===== src/rtl/mesm6_defines.sv =====
// Shared front-panel definitions for the MESM-6 panel blocks.
// Holds the segment bit positions, the hex-to-seven-segment table
// (gfedcba, active-high) and the per-slot scan state type.
// No ports: package only.
package mesm6_defines;

  localparam int SEG_A  = 0;
  localparam int SEG_B  = 1;
  localparam int SEG_C  = 2;
  localparam int SEG_D  = 3;
  localparam int SEG_E  = 4;
  localparam int SEG_F  = 5;
  localparam int SEG_G  = 6;
  localparam int SEG_DP = 7;

  localparam logic [7:0] SEG_ALL_OFF = 8'hFF;

  // Entry n is the glyph for nibble n; listed F down to 0 because the
  // concatenation fills the packed array from the top index.
  localparam logic [15:0][6:0] HEX7_TABLE = {
    7'h71, 7'h79, 7'h5E, 7'h39, 7'h7C, 7'h77, 7'h6F, 7'h7F,
    7'h07, 7'h7D, 7'h6D, 7'h66, 7'h4F, 7'h5B, 7'h06, 7'h3F
  };

  typedef enum logic {
    ST_BLANK = 1'b0,
    ST_ON    = 1'b1
  } slot_state_e;

  function automatic logic [6:0] hex7(input logic [3:0] nib);
    return HEX7_TABLE[nib];
  endfunction

endpackage


===== src/rtl/mesm6_hex7seg.sv =====
// Combinational nibble to seven-segment decoder.
// Ports:
//   nibble  in  4  hex value
//   seg     out 7  segments gfedcba, active-high
module mesm6_hex7seg
  import mesm6_defines::*;
(
  input  logic [3:0] nibble,
  output logic [6:0] seg
);

  assign seg = hex7(nibble);

endmodule


===== src/rtl/mesm6_panel_display.sv =====
// MESM-6 front-panel display driver. Time-multiplexes DIGITS hex digits
// onto a common-anode seven-segment array, with blanking at the start of
// every digit slot and 16-level PWM brightness. New frames are offered
// through a valid/ready handshake into a one-deep pending buffer and only
// become visible at a frame boundary.
//
// state  | meaning
// -------+---------------------------------------------------------
// BLANK  | first BLANK_CYCLES cycles of a slot, every digit off
// ON     | rest of the slot, current digit driven under PWM gating
//
// Ports:
//   clk         in   system clock
//   rst_n       in   asynchronous active-low reset
//   load_valid  in   new frame offered
//   load_ready  out  pending buffer empty
//   load_data   in   4*DIGITS hex nibbles, digit 0 in the low nibble
//   load_dp     in   DIGITS decimal points, 1 = lit
//   brightness  in   duty level 0..15, sampled at slot wrap
//   seg_out     out  active-low segments, [7] = dp
//   dig_out     out  active-low digit enables
module mesm6_panel_display
  import mesm6_defines::*;
#(
  parameter int DIGITS       = 8,
  parameter int PRESCALE     = 65000,
  parameter int BLANK_CYCLES = 64
) (
  input  logic                  clk,
  input  logic                  rst_n,
  input  logic                  load_valid,
  output logic                  load_ready,
  input  logic [4*DIGITS-1:0]   load_data,
  input  logic [DIGITS-1:0]     load_dp,
  input  logic [3:0]            brightness,
  output logic [7:0]            seg_out,
  output logic [DIGITS-1:0]     dig_out
);

  localparam int IDX_W  = (DIGITS > 1) ? $clog2(DIGITS) : 1;
  localparam int SLOT_W = $clog2(PRESCALE);

  localparam logic [SLOT_W-1:0] SLOT_LAST  = SLOT_W'(PRESCALE - 1);
  localparam logic [SLOT_W-1:0] BLANK_LAST = SLOT_W'(BLANK_CYCLES - 1);
  localparam logic [IDX_W-1:0]  IDX_LAST   = IDX_W'(DIGITS - 1);
  localparam logic [DIGITS-1:0] ONE_HOT    = DIGITS'(1);

  logic [SLOT_W-1:0]   slot_cnt;
  logic [IDX_W-1:0]    idx;
  logic [3:0]          pwm_cnt;
  logic [3:0]          bri_q;
  logic [4*DIGITS-1:0] act_data;
  logic [DIGITS-1:0]   act_dp;
  logic [4*DIGITS-1:0] pend_data;
  logic [DIGITS-1:0]   pend_dp;
  logic                pend_valid;
  // Set once the first real frame reaches the active buffer; keeps the
  // panel dark until then even though bri_q starts tracking at slot wrap.
  logic                frame_valid;
  slot_state_e         state;

  logic                slot_wrap;
  logic                frame_wrap;
  logic [3:0]          cur_nib;
  logic [6:0]          cur_seg7;
  logic [7:0]          seg_on;

  assign slot_wrap  = (slot_cnt == SLOT_LAST);
  assign frame_wrap = slot_wrap && (idx == IDX_LAST);
  assign load_ready = !pend_valid;

  assign cur_nib = act_data[{idx, 2'b00} +: 4];

  mesm6_hex7seg u_hex7seg (
    .nibble (cur_nib),
    .seg    (cur_seg7)
  );

  always_comb begin
    seg_on                = '0;
    seg_on[SEG_G:SEG_A]   = cur_seg7;
    seg_on[SEG_DP]        = act_dp[idx];
  end

  always_ff @(posedge clk or negedge rst_n) begin
    if (!rst_n) begin
      slot_cnt    <= '0;
      idx         <= '0;
      pwm_cnt     <= '0;
      bri_q       <= '0;
      act_data    <= '0;
      act_dp      <= '0;
      pend_data   <= '0;
      pend_dp     <= '0;
      pend_valid  <= 1'b0;
      frame_valid <= 1'b0;
    end else begin
      pwm_cnt <= pwm_cnt + 4'd1;

      if (slot_wrap) begin
        slot_cnt <= '0;
        bri_q    <= brightness;
        idx      <= (idx == IDX_LAST) ? '0 : idx + IDX_W'(1);
      end else begin
        slot_cnt <= slot_cnt + SLOT_W'(1);
      end

      // A full pending buffer blocks new loads, so swap and accept can
      // never both happen on one cycle; a load on the boundary with an
      // empty buffer waits for the next boundary.
      if (frame_wrap && pend_valid) begin
        act_data    <= pend_data;
        act_dp      <= pend_dp;
        pend_valid  <= 1'b0;
        frame_valid <= 1'b1;
      end else if (load_valid && !pend_valid) begin
        pend_data  <= load_data;
        pend_dp    <= load_dp;
        pend_valid <= 1'b1;
      end
    end
  end

  // state tracks the phase of the current slot_cnt; outputs are a
  // registered image of that phase, hence the one-cycle output lag.
  always_ff @(posedge clk or negedge rst_n) begin
    if (!rst_n) begin
      state   <= ST_BLANK;
      seg_out <= SEG_ALL_OFF;
      dig_out <= '1;
    end else begin
      case (state)
        ST_BLANK: begin
          seg_out <= SEG_ALL_OFF;
          dig_out <= '1;
          if (slot_cnt == BLANK_LAST) begin
            state <= ST_ON;
          end
        end
        ST_ON: begin
          seg_out <= ~seg_on;
          dig_out <= (frame_valid && (pwm_cnt < bri_q)) ? ~(ONE_HOT << idx) : '1;
          if (slot_wrap) begin
            state <= ST_BLANK;
          end
        end
        default: begin
          state   <= ST_BLANK;
          seg_out <= SEG_ALL_OFF;
          dig_out <= '1;
        end
      endcase
    end
  end

endmodule

===== config.mk =====
export PLATFORM = sky130hd
export DESIGN_NAME = mesm6_panel_display
export DESIGN_NICKNAME = d
export VERILOG_FILES = /design/src/rtl/mesm6_defines.sv /design/src/rtl/mesm6_hex7seg.sv /design/src/rtl/mesm6_panel_display.sv
export SDC_FILE = /design/constraint.sdc
export NUM_CORES = 1
export LEC_CHECK = 0
export CAP_MARGIN = 40
export CORE_MARGIN = 2
export CORE_UTILIZATION = 55
export DETAILED_ROUTE_END_ITERATION = 10
export HOLD_SLACK_MARGIN = 0.15
export PLACE_DENSITY = 0.78
export SLEW_MARGIN = 20
export SYNTH_ARGS = -nofsm -noshare
export SYNTH_HDL_FRONTEND = slang
export SYNTH_HIERARCHICAL = 1
export SYNTH_SLANG_ARGS = --single-unit

===== constraint.sdc =====
create_clock -name clk -period 4 [get_ports clk]
set_input_delay 0.8 -clock clk [delete_from_list [all_inputs] [get_ports clk]]
set_output_delay 0.8 -clock clk [all_outputs]
set_load 0.02 [all_outputs]

* Word-level counts from Yosys, hierarchy flattened
Memories as Yosys holds them, arrays and structs flattened. Index checks and enable logic that the tools add are counted.
Storage, ports and cells: flip-flop bits (word level) 126, bits in latches 0, bits in writable memories 0, ROM bits 112, bits of input ports 47, output and inout bits 17, memories 1
Memories:
- (no name shown) | depth 16, bits a word 7, read ports 1, clocked after Yosys merged registers in 0, wr ports 0, RTL line mesm6_defines.sv:31 | return HEX7_TABLE[nib];
Operators by class: $add $sub $neg 3, multipliers 0, div/mod/pow operators 0, $lt $le $gt $ge 3, equality and inequality tests 3, shift-type cells 2, muxes and demuxes 13, bitwise gates (word level) 4, reduce and logical (&&, ||, !) cells 7
Operators with widths (count):
- 8-bit case mux with 2 select lines | 2
- 32-bit by 6-bit indexed part select with 4-bit output | 1
- 16-bit by 1-bit adder with 16-bit output (second input constant) | 1
- 16-bit equality test (second input constant) | 1
- 16-bit by 6-bit equality test with 1-bit output (second input constant) | 1
- 16-bit two-way mux | 1
- 8-bit inverter | 2
- 8-bit two-way mux | 1
- 1-bit by 3-bit << shifter with 8-bit output (first input constant) | 1
- 7-bit two-way mux | 1
- 4-bit by 5-bit < comparator with 1-bit output (second input constant) | 1
- 1-bit two-way mux | 5
- 4-bit by 1-bit adder with 4-bit output (second input constant) | 1
- 1-bit logical AND | 4
- 3-bit by 4-bit < comparator with 1-bit output (second input constant) | 1
- 4-bit < comparator | 1
- 3-bit by 1-bit adder with 3-bit output (second input constant) | 1
- 1-bit binary-select mux with 3-bit select | 1
- 3-bit equality test (second input constant) | 1
- 3-bit two-way mux | 1
- 1-bit inverter | 2
- 1-bit case mux with 2 select lines | 1
- 2-bit AND reduction | 1
- 2-bit nonzero test | 1
- 1-bit logical NOT | 1

* Longest topological paths before layout
Gate-level depths: netlist of the first run.
word-level depth 5, mapped depth 9, depth with buffers taken out 8

* Modules after synthesis
The synthesis of the first run kept the hierarchy.
By module, submodules not included:
- mesm6_panel_display | times used 1, cells an instance 365, area an instance 5283.8 µm², seq. area each 3173.0 µm²
- mesm6_hex7seg | times used 1, cells an instance 33, area an instance 290.3 µm², seq. area each 0.0 µm²

* Worst setup path before layout of the first run
No wires, ideal clock.
path kind register -> register, from register idx[0], to register seg_out[3], setup time 0.063 ns, arrival time 2.324 ns, path slack 1.614 ns, stages on the path, launching flop included 10, path buffers 1, path through dfrtp_1 buf_2 mux4_2 nand2_1 nand2_1 inv_1 ha_1 inv_1 mux4_1 nand2_1
Between the ends: cells in the longest elaborated chain, start to end 5
Ends and longest elaborated chain:
- start: declaration | RTL line mesm6_panel_display.sv:49 | logic [IDX_W-1:0] idx;
- start signal: assignment | RTL line mesm6_panel_display.sv:103 | idx <= (idx == IDX_LAST) ? '0 : idx + IDX_W'(1);
- 32-bit by 6-bit indexed part select with 4-bit output | RTL line mesm6_panel_display.sv:72 | assign cur_nib = act_data[{idx, 2'b00} +: 4];
- net cur_nib[1] | RTL line mesm6_panel_display.sv:64 | logic [3:0] cur_nib;
- memory 16 x 7 bit
- 7-bit two-way mux (implied by the code) | RTL line mesm6_defines.sv:31
- net cur_seg7[3] | RTL line mesm6_panel_display.sv:65 | logic [6:0] cur_seg7;
- 8-bit inverter | RTL line mesm6_panel_display.sv:141 | seg_out <= ~seg_on;
- 8-bit case mux with 2 select lines | RTL line mesm6_panel_display.sv:132 | case (state)
- end signal: assignment | RTL line mesm6_panel_display.sv:141
- end: declaration | RTL line mesm6_panel_display.sv:36 | output logic [7:0] seg_out,
The timed path passes the listed nets, and every way through them passes these cells. The select of a mux whose other input is x is not followed. A chain may end at the register's enable or synchronous reset.

* Final worst setup path of the first run
Ends and elaborated chain as after synthesis.

==> metrics list, run 1 <==
- Yosys mapped the design onto 45 distinct sky130hd cell types.
- The pre-antenna-repair detailed-routing pass consisted of 4 iterations.
* Post-synthesis register bit count: 126
- Portion of the clock cycle consumed by the worst path in the final layout: 0.681
* Vias per inst: 5.49
* Fin Setup TNS: 0 ns
* Final max-slew violation count: 0
* Worst setup path endpoint: seg_out[3]
- Setup repair bufs after CTS: 0
- Core region area: 9820 um2
- Commonest cells after routing, fill and taps aside: sky130_fd_sc_hd__dfrtp_1, sky130_fd_sc_hd__mux2_2, sky130_fd_sc_hd__clkdlybuf4s50_1, sky130_fd_sc_hd__nand2_1, sky130_fd_sc_hd__ha_1
- The floorplan has 36 rows.
- Worst setup EP type: flip-flop
* Placed wire-length estimate: 7050 um
- Outcome: finished clean
- The initial utilization of the core area, before any placement, comes to 0.568.
- Of all flip-flops after synthesis, the portion carrying an async set or reset was 1.00.
- For this design the ratio of total power to cell area is 435 nW/um2.
- Leaving out fill and tap cells, the most frequent cell in the layout is sky130_fd_sc_hd__dfrtp_1.
* Ant diodes: 0
- Max Cap Violations: 0
- For this run, the total global-route usage over all layers was measured as 0.211.
* Count of unresolved DRC violations after routing: 0
- From left edge to right edge, the die measures 105 um.
* Worst-case headroom to the max-slew limit: 0.487
- Count of synthesis-stage warnings from yosys: 6
- Max VDD drop: 0.000304 V
- Critical path peak fanout: 14
- Entering global routing, the biggest net connects 69 pins.
* Vertical die dimension: 105 um
* Reg-to-reg slack, setup: 1.27 ns
- From synthesis to final layout, the design area changed by 24.2%.
- Post-CTS repair changed the size of 0 cells.
* First-pass GRT wire length: 17900 um
* Reg clk slew, reported paths: 0.06 ns
* Leakage power of the design: 3.11 nW
* Clk_lat worst skew: 0.52 ns
- Hold WC Path Type: reg2reg
* # IOs: 64
- Reg2reg end: seg_out[3]
* Primary flip-flop cell chosen by synthesis mapping: sky130_fd_sc_hd__dfrtp_1
- The number of global-route vias before repair is 3521.
* Mapped Area: 5570 um2
- The layout has 698 filler cells.
- Remaining antenna violation count after routing: 0
- Buffer depth of the longest clock path: 2
- Setup repair after global routing left no endpoint under its margin.
* Slew @ Worst Pin: 0.770 ns
* Fraction of layout instances using a drive strength above 1: 0.328
- Iter 0 DRT Violations: 157
* Gate Count Post-Synth: 398
* Layout Nets: 533
- In this run, CTS created clock tree buffers numbering 17.
- Highest clock rate: 367 MHz
- For this run the aggregate overflow at the end of global routing stands at 0.
- Count of endpoints failing hold in the final timing report: 0
- Buffers placed on the I/O ports in this run total 63.
- Final number of setup-violating endpoints: 0
- Critical Path AT: 3.18 ns
- The synthesized design contains 0 enable-type register cells.
- Clock tree synthesis found a total of 126 sinks.
- Synthesized Nets: 463
* Time the final worst path needs with I/O delays and setup: 2.73 ns
- Die Footprint: 11000 um2
- The number of antenna violations at the first check in global routing came to 0.
* Final worst clock skew: 0.00512 ns
- Root buffer selected by CTS: sky130_fd_sc_hd__clkbuf_8
- Total Wirelength: 10600 um
* Proportion of synthesized chip area in sequential cells: 0.569
- In this run the mean area of a mapped cell was 14.0 um2.
- Measured in cells, the most critical reg-to-reg path has a length of 8.
- The worst setup path is launched from a flip-flop.
- The detailed router placed 3369 vias in this run.
* Fin util: 0.705
- Routability congestion estimate from global placement: 0.758
- Crit path kind: reg2reg
- The worst register-to-register path begins at idx[0].
- TritonCTS built the clock tree.
- The H-tree was split into 4 levels.
- In the final routed layout, each cell accounts on average for 17.2 um.
* Worst setup path startpoint: idx[0]
- STA puts the critical path data required time at 4.45 ns.
logic make-up after synthesis:
family	count (synthesis)	share of synthesized area
flops	126	0.569
fa+ha+maj	18	0.0404
mux	100	0.225
simple gates	91	0.0936
compound gates	20	0.0240
xor+xnor	12	0.0189
buf+inv	31	0.0287
repair_timing:
action,in CTS,in global routing
hold buffers,0,1
endpoints found under the setup margin,0,0
endpoints found under the hold margin,0,2
cell type report:
cell class,instances,area (um2),area share
Inverter,14,52.6,0.00759
Clock buffer,18,428,0.0618
Clock inverter,14,166,0.0240
Multi-Input combinational cell,241,2250,0.325
Sequential cell,126,3170,0.458
Timing Repair Buffer,68,688,0.0994
Tap cell,133,166,0.0240
registers in the layout (all words and copies together), names as in the netlist:
signal and count:
frame_valid 1, slot_cnt 16, pend_valid 1, pend_data 32, pwm_cnt 4, dig_out 8
state 1, seg_out 8, idx 3, bri_q 4, pend_dp 8, act_dp 8
act_data 32
synth_stat cells (4+ instances only):
master	n	area [um2]
sky130_fd_sc_hd__dfrtp_1	110	2750
sky130_fd_sc_hd__mux2_2	86	968
sky130_fd_sc_hd__nand2_1	30	113
sky130_fd_sc_hd__ha_1	18	225
sky130_fd_sc_hd__dfstp_2	16	420
sky130_fd_sc_hd__inv_1	13	48.8
sky130_fd_sc_hd__nand4_1	11	68.8
sky130_fd_sc_hd__mux4_2	10	225
sky130_fd_sc_hd__nor2_1	10	37.5
sky130_fd_sc_hd__nand3_1	9	45.0
sky130_fd_sc_hd__clkbuf_1	7	26.3
sky130_fd_sc_hd__xor2_1	7	61.3
sky130_fd_sc_hd__a21oi_1	5	25.0
sky130_fd_sc_hd__buf_2	5	25.0
sky130_fd_sc_hd__buf_6	5	56.3
sky130_fd_sc_hd__xnor2_1	5	43.8
sky130_fd_sc_hd__and3_1	4	25.0
sky130_fd_sc_hd__o211ai_1	4	30.0
sky130_fd_sc_hd__o21ai_0	4	20.0
how the worst min path moves through the flow:
stage           startpoint          end  cells past startpoint
6_report        pwm_cnt[0]   pwm_cnt[0]                      1
3_3_place_gp   slot_cnt[0]  slot_cnt[0]                      1
2_1_floorplan  slot_cnt[0]  slot_cnt[0]                      1
5_1_grt        slot_cnt[0]  slot_cnt[0]                      1
3_5_place_dp   slot_cnt[0]  slot_cnt[0]                      1
4_1_cts              rst_n  act_data[2]                      1
layer usage:
layer,global-route usage,wire (um)
met2,0.336,5240
met1,0.282,4690
met4,0.0914,223
met5,0,0
met3,0.0443,418
report_power, final:
part,internal [W],switching [W],total (W)
sequential,0.00133,0.0000283,0.00135
clock,0.000963,0.000566,0.00153
combinational,0.0000800,0.0000457,0.000126
total,0.00237,0.000640,0.00301
through the flow:
| stage | area, um2 | hold slack, ns | power, W | setup WS [ns] | std cells |
|---|---|---|---|---|---|
| after global placement | 6290 | 0.438 | 0.00149 | 1.33 | 580 |
| after detailed placement | 6290 | 0.454 | 0.00150 | 1.28 | 580 |
| after floorplan | 5570 | 0.425 | 0.00141 | 1.61 | 398 |
| after global routing | 6920 | 0.490 | 0.00311 | 1.06 | 614 |
| final | 6920 | 0.470 | 0.00301 | 1.27 | 614 |
| after CTS | 6890 | 0.416 | 0.00303 | 1.26 | 612 |
worst max-delay path, stage by stage (launching register included):
cell                      delay (ns)
sky130_fd_sc_hd__dfrtp_1        0.84
sky130_fd_sc_hd__mux4_2         0.59
sky130_fd_sc_hd__nand2_1        0.08
sky130_fd_sc_hd__nand2_1        0.13
sky130_fd_sc_hd__inv_1          0.15
sky130_fd_sc_hd__ha_1           0.25
sky130_fd_sc_hd__inv_1          0.07
sky130_fd_sc_hd__mux4_1         0.48
sky130_fd_sc_hd__nand2_1        0.08
No activity file was read; power rests on OpenSTA's default activity.
==> run 2: changes to the inputs <==
Settings changed: CORE_UTILIZATION 55 to 50, PLACE_DENSITY 0.78 to 0.75.
Clock period 4 ns to 2.5 ns, I/O delays scaled along.
==> run 2 against run 1 <==
Effect of this change: critical path depth is the same; sequential share of layout area shrank 0.18 points; global-route usage shrank 1.1 points; total power grew 50%; clock power grew 41%; final cell count grew 2.4%; sequential cell count is the same; worst setup slack lost 1.1 ns; wire length grew 2.0%; critical endpoint unchanged.
==> metrics list, run 2 (synthesis gave the netlist of run 1 again) <==
* Outcome: finished clean (unchanged)
* Biggest regs: act_data: 32 flops, pend_data: 32 flops, slot_cnt: 16 flops (unchanged)
- The average routed wire per standard cell was 17.1 um (was 17.2 um).
* Layout filler cell count: 811 (was 698)
- CTS buffer count: 17 (unchanged)
- The maximum cell stage delay along the critical path came to 0.49 ns (was 0.84 ns).
- The number of antenna violations at the first check in global routing is 0 (unchanged).
* Post-Layout Cell Count: 629 (was 614)
- Worst setup path startpoint: idx[0] (unchanged)
- Logic depth of the worst register-to-register path: 8 (unchanged)
* Highest metal layer used by the detailed router: met4 (unchanged)
- The critical path class was reg2reg (unchanged).
* Placed wire-length estimate: 7260 um (was 7050 um)
* Final worst clock skew: 0.00934 ns (was 0.00512 ns)
* Critical Path AT: 2.78 ns (was 3.18 ns)
- The length of routed met2 wiring was 5170 um (was 5240 um).
- Post-placement cell count: 593 (was 580)
- The DRC violation count after routing is 0 (unchanged).
- The mean number of vias per cell was 5.44 (was 5.49).
* Routability congestion estimate from global placement: 0.889 (was 0.758)
- Buffer depth of the longest clock path: 2 (unchanged)
- Via Count: 3424 (was 3369)
* Worst setup path endpoint: seg_out[3] (unchanged)
- Total buffers and inverters traversed by the critical path: 2 (unchanged)
- The iteration-0 DRC count of the detailed router came to 141 (was 157).
- Worst r2r src: idx[0] (unchanged)
- The antenna cell count came to 0 (unchanged).
- The static leakage is 3.13 nW (was 3.11 nW).
* H-tree level count: 4 (unchanged)
- Max VDD drop: 0.000413 V (was 0.000304 V)
- The headroom to the max-slew limit is 0.549 (was 0.487).
- The slew at the pin closest to its max-slew limit is 0.674 ns (was 0.770 ns).
* Commonest non-fill, non-tap cell in the layout: sky130_fd_sc_hd__dfrtp_1 (unchanged)
- Commonest cells after routing, fill and taps aside: sky130_fd_sc_hd__dfrtp_1, sky130_fd_sc_hd__mux2_2, sky130_fd_sc_hd__clkdlybuf4s50_1, sky130_fd_sc_hd__nand2_1, sky130_fd_sc_hd__ha_1 (unchanged).
- Reg-to-reg slack, setup: 0.18 ns (was 1.27 ns)
- The first-pass GRT wire length is 17800 um (was 17900 um).
- Worst setup EP type: flip-flop (unchanged)
- The effective utilization at floorplan is 0.514 (was 0.568).
* Total Wirelength: 10800 um (was 10600 um)
- The remaining global-route overflow is 0 (unchanged).
* CTS tree: built (unchanged)
* Core region area: 10800 um2 (was 9820 um2)
* Chip Width: 110 um (was 105 um)
* # IOs: 64 (unchanged)
- The number of max-cap violations was 0 (unchanged).
- Reg2reg end: seg_out[3] (unchanged)
* Die Footprint: 12000 um2 (was 11000 um2)
- The type of origin of the critical path is a flip-flop (unchanged).
* Crit path max-delay cell type: sky130_fd_sc_hd__mux4_1 (was sky130_fd_sc_hd__dfrtp_1)
- Fraction of layout instances using a drive strength above 1: 0.333 (was 0.328)
* First-pass detailed-route iteration total: 5 (was 4)
- Remaining antenna violation count after routing: 0 (unchanged)
- Most prevalent standard cell on the critical path: sky130_fd_sc_hd__nand2_1 (unchanged)
- Reg clk slew, reported paths: 0.06 ns (about the same)
* Portion of the clock cycle consumed by the worst path in the final layout: 0.929 (was 0.681)
- Number of placement rows: 38 (was 36)
- Largest net degree at the start of global routing: 127 (was 69)
* Total clock sinks: 126 (unchanged)
- PnR Total Power: 0.00452 W (was 0.00301 W)
- The layout overhead on the synthesized area was 24.7% (was 24.2%).
- Overall fraction of global-route tracks in use: 0.199 (was 0.211)
- CP Cell Sequence: buf_4, mux4_2, nand2_1, nand2_1, inv_1, ha_1, mux4_1, nand2_1 (was mux4_2, nand2_1, nand2_1, inv_1, ha_1, inv_1, mux4_1, nand2_1)
- Time the final worst path needs with I/O delays and setup: 2.32 ns (was 2.73 ns)
- Met3 wire len: 496 um (was 418 um)
* CP Data Required Time: 2.96 ns (was 4.45 ns)
* Fin Setup TNS: 0 ns (unchanged)
- The quantity of I/O buffers inserted on ports came to 63 (unchanged).
* Total power density per cell area: 650 nW/um2 (was 435 nW/um2)
- Tightest hold margin: 0.464 ns (was 0.470 ns)
- The layout net count came to 541 (was 533).
* Cell depth of the worst setup path: 8 (unchanged)
- The family with the most delay on the worst path is multiplexers (unchanged).
- Highest clock rate: 431 MHz (was 367 MHz)
- Unrepaired setup endpoints after global routing: false (unchanged)
- Vertical die dimension: 110 um (was 105 um)
- The final number of hold-violating endpoints came to 0 (unchanged).
* Final number of setup-violating endpoints: 0 (unchanged)
- Critical path peak fanout: 8 (was 14)
- Hold WC Path Type: reg2reg (unchanged)
* Root buffer selected by CTS: sky130_fd_sc_hd__clkbuf_8 (unchanged)
* Post-route met1 wirelength: 4930 um (was 4690 um)
- The number of global-route vias before repair came to 3515 (was 3521).
* Clk_lat worst skew: 0.52 ns (about the same)
- Final max-slew violation count: 0 (unchanged)
## run 2: per-layer routing
metal | track usage | vias up
met5 | 0 | -
met3 | 0.0622 | 21
li1 | - | 1589
met1 | 0.264 | 1728
met4 | 0.0741 | 0
met2 | 0.310 | 86
## run 2: layout make-up
| type | count | area [um2] | area share |
|---|---|---|---|
| clock buffer | 21 | 429 | 0.0617 |
| clock inverter | 11 | 95.1 | 0.0137 |
| sequential | 126 | 3170 | 0.457 |
| timing repair buffer | 76 | 778 | 0.112 |
| tap | 140 | 175 | 0.0252 |
| multi-input combinational | 241 | 2250 | 0.323 |
| inverter | 14 | 52.6 | 0.00756 |
## run 2: power breakdown
part	internal [W]	switching [W]	total, W
clock network	0.00131	0.000853	0.00216
registers	0.00212	0.0000452	0.00217
logic	0.000125	0.0000706	0.000195
## run 2: worst min-delay path by stage
stage / endpoint / from / slack (ns) / cells after the start
floorplan: act_data[0] / rst_n / 0.20 / 0
global placement: slot_cnt[0] / slot_cnt[0] / 0.44 / 1
detailed placement: slot_cnt[0] / slot_cnt[0] / 0.46 / 1
CTS: slot_cnt[0] / slot_cnt[0] / 0.46 / 1
global route: slot_cnt[0] / slot_cnt[0] / 0.48 / 1
finish: slot_cnt[0] / slot_cnt[0] / 0.46 / 1
## run 2: through the flow
stage	setup slack, ns	area (um2)	utilization
3_5_place_dp	0.0550	6390	0.590
3_3_place_gp	0.165	6390	0.590
6_report	0.178	6950	0.641
5_1_grt	0.0379	6950	0.641
4_1_cts	0.0291	6930	0.639
2_1_floorplan	0.114	5570	-
## run 2: repair_timing
action | CTS | global route
gates resized for setup | 0 | 1
endpoints found under the setup margin | 0 | 5
setup buffers | 0 | 3
hold endpoints to repair | 110 | 0
hold buffers | 1 | 0
## run 2: worst reg2reg max path, stage by stage, from the launching register on
cell	delay (ns)
sky130_fd_sc_hd__dfrtp_2	0.46
sky130_fd_sc_hd__buf_4	0.15
sky130_fd_sc_hd__mux4_2	0.47
sky130_fd_sc_hd__nand2_1	0.07
sky130_fd_sc_hd__nand2_1	0.13
sky130_fd_sc_hd__inv_1	0.15
sky130_fd_sc_hd__ha_1	0.27
sky130_fd_sc_hd__mux4_1	0.49
sky130_fd_sc_hd__nand2_1	0.08
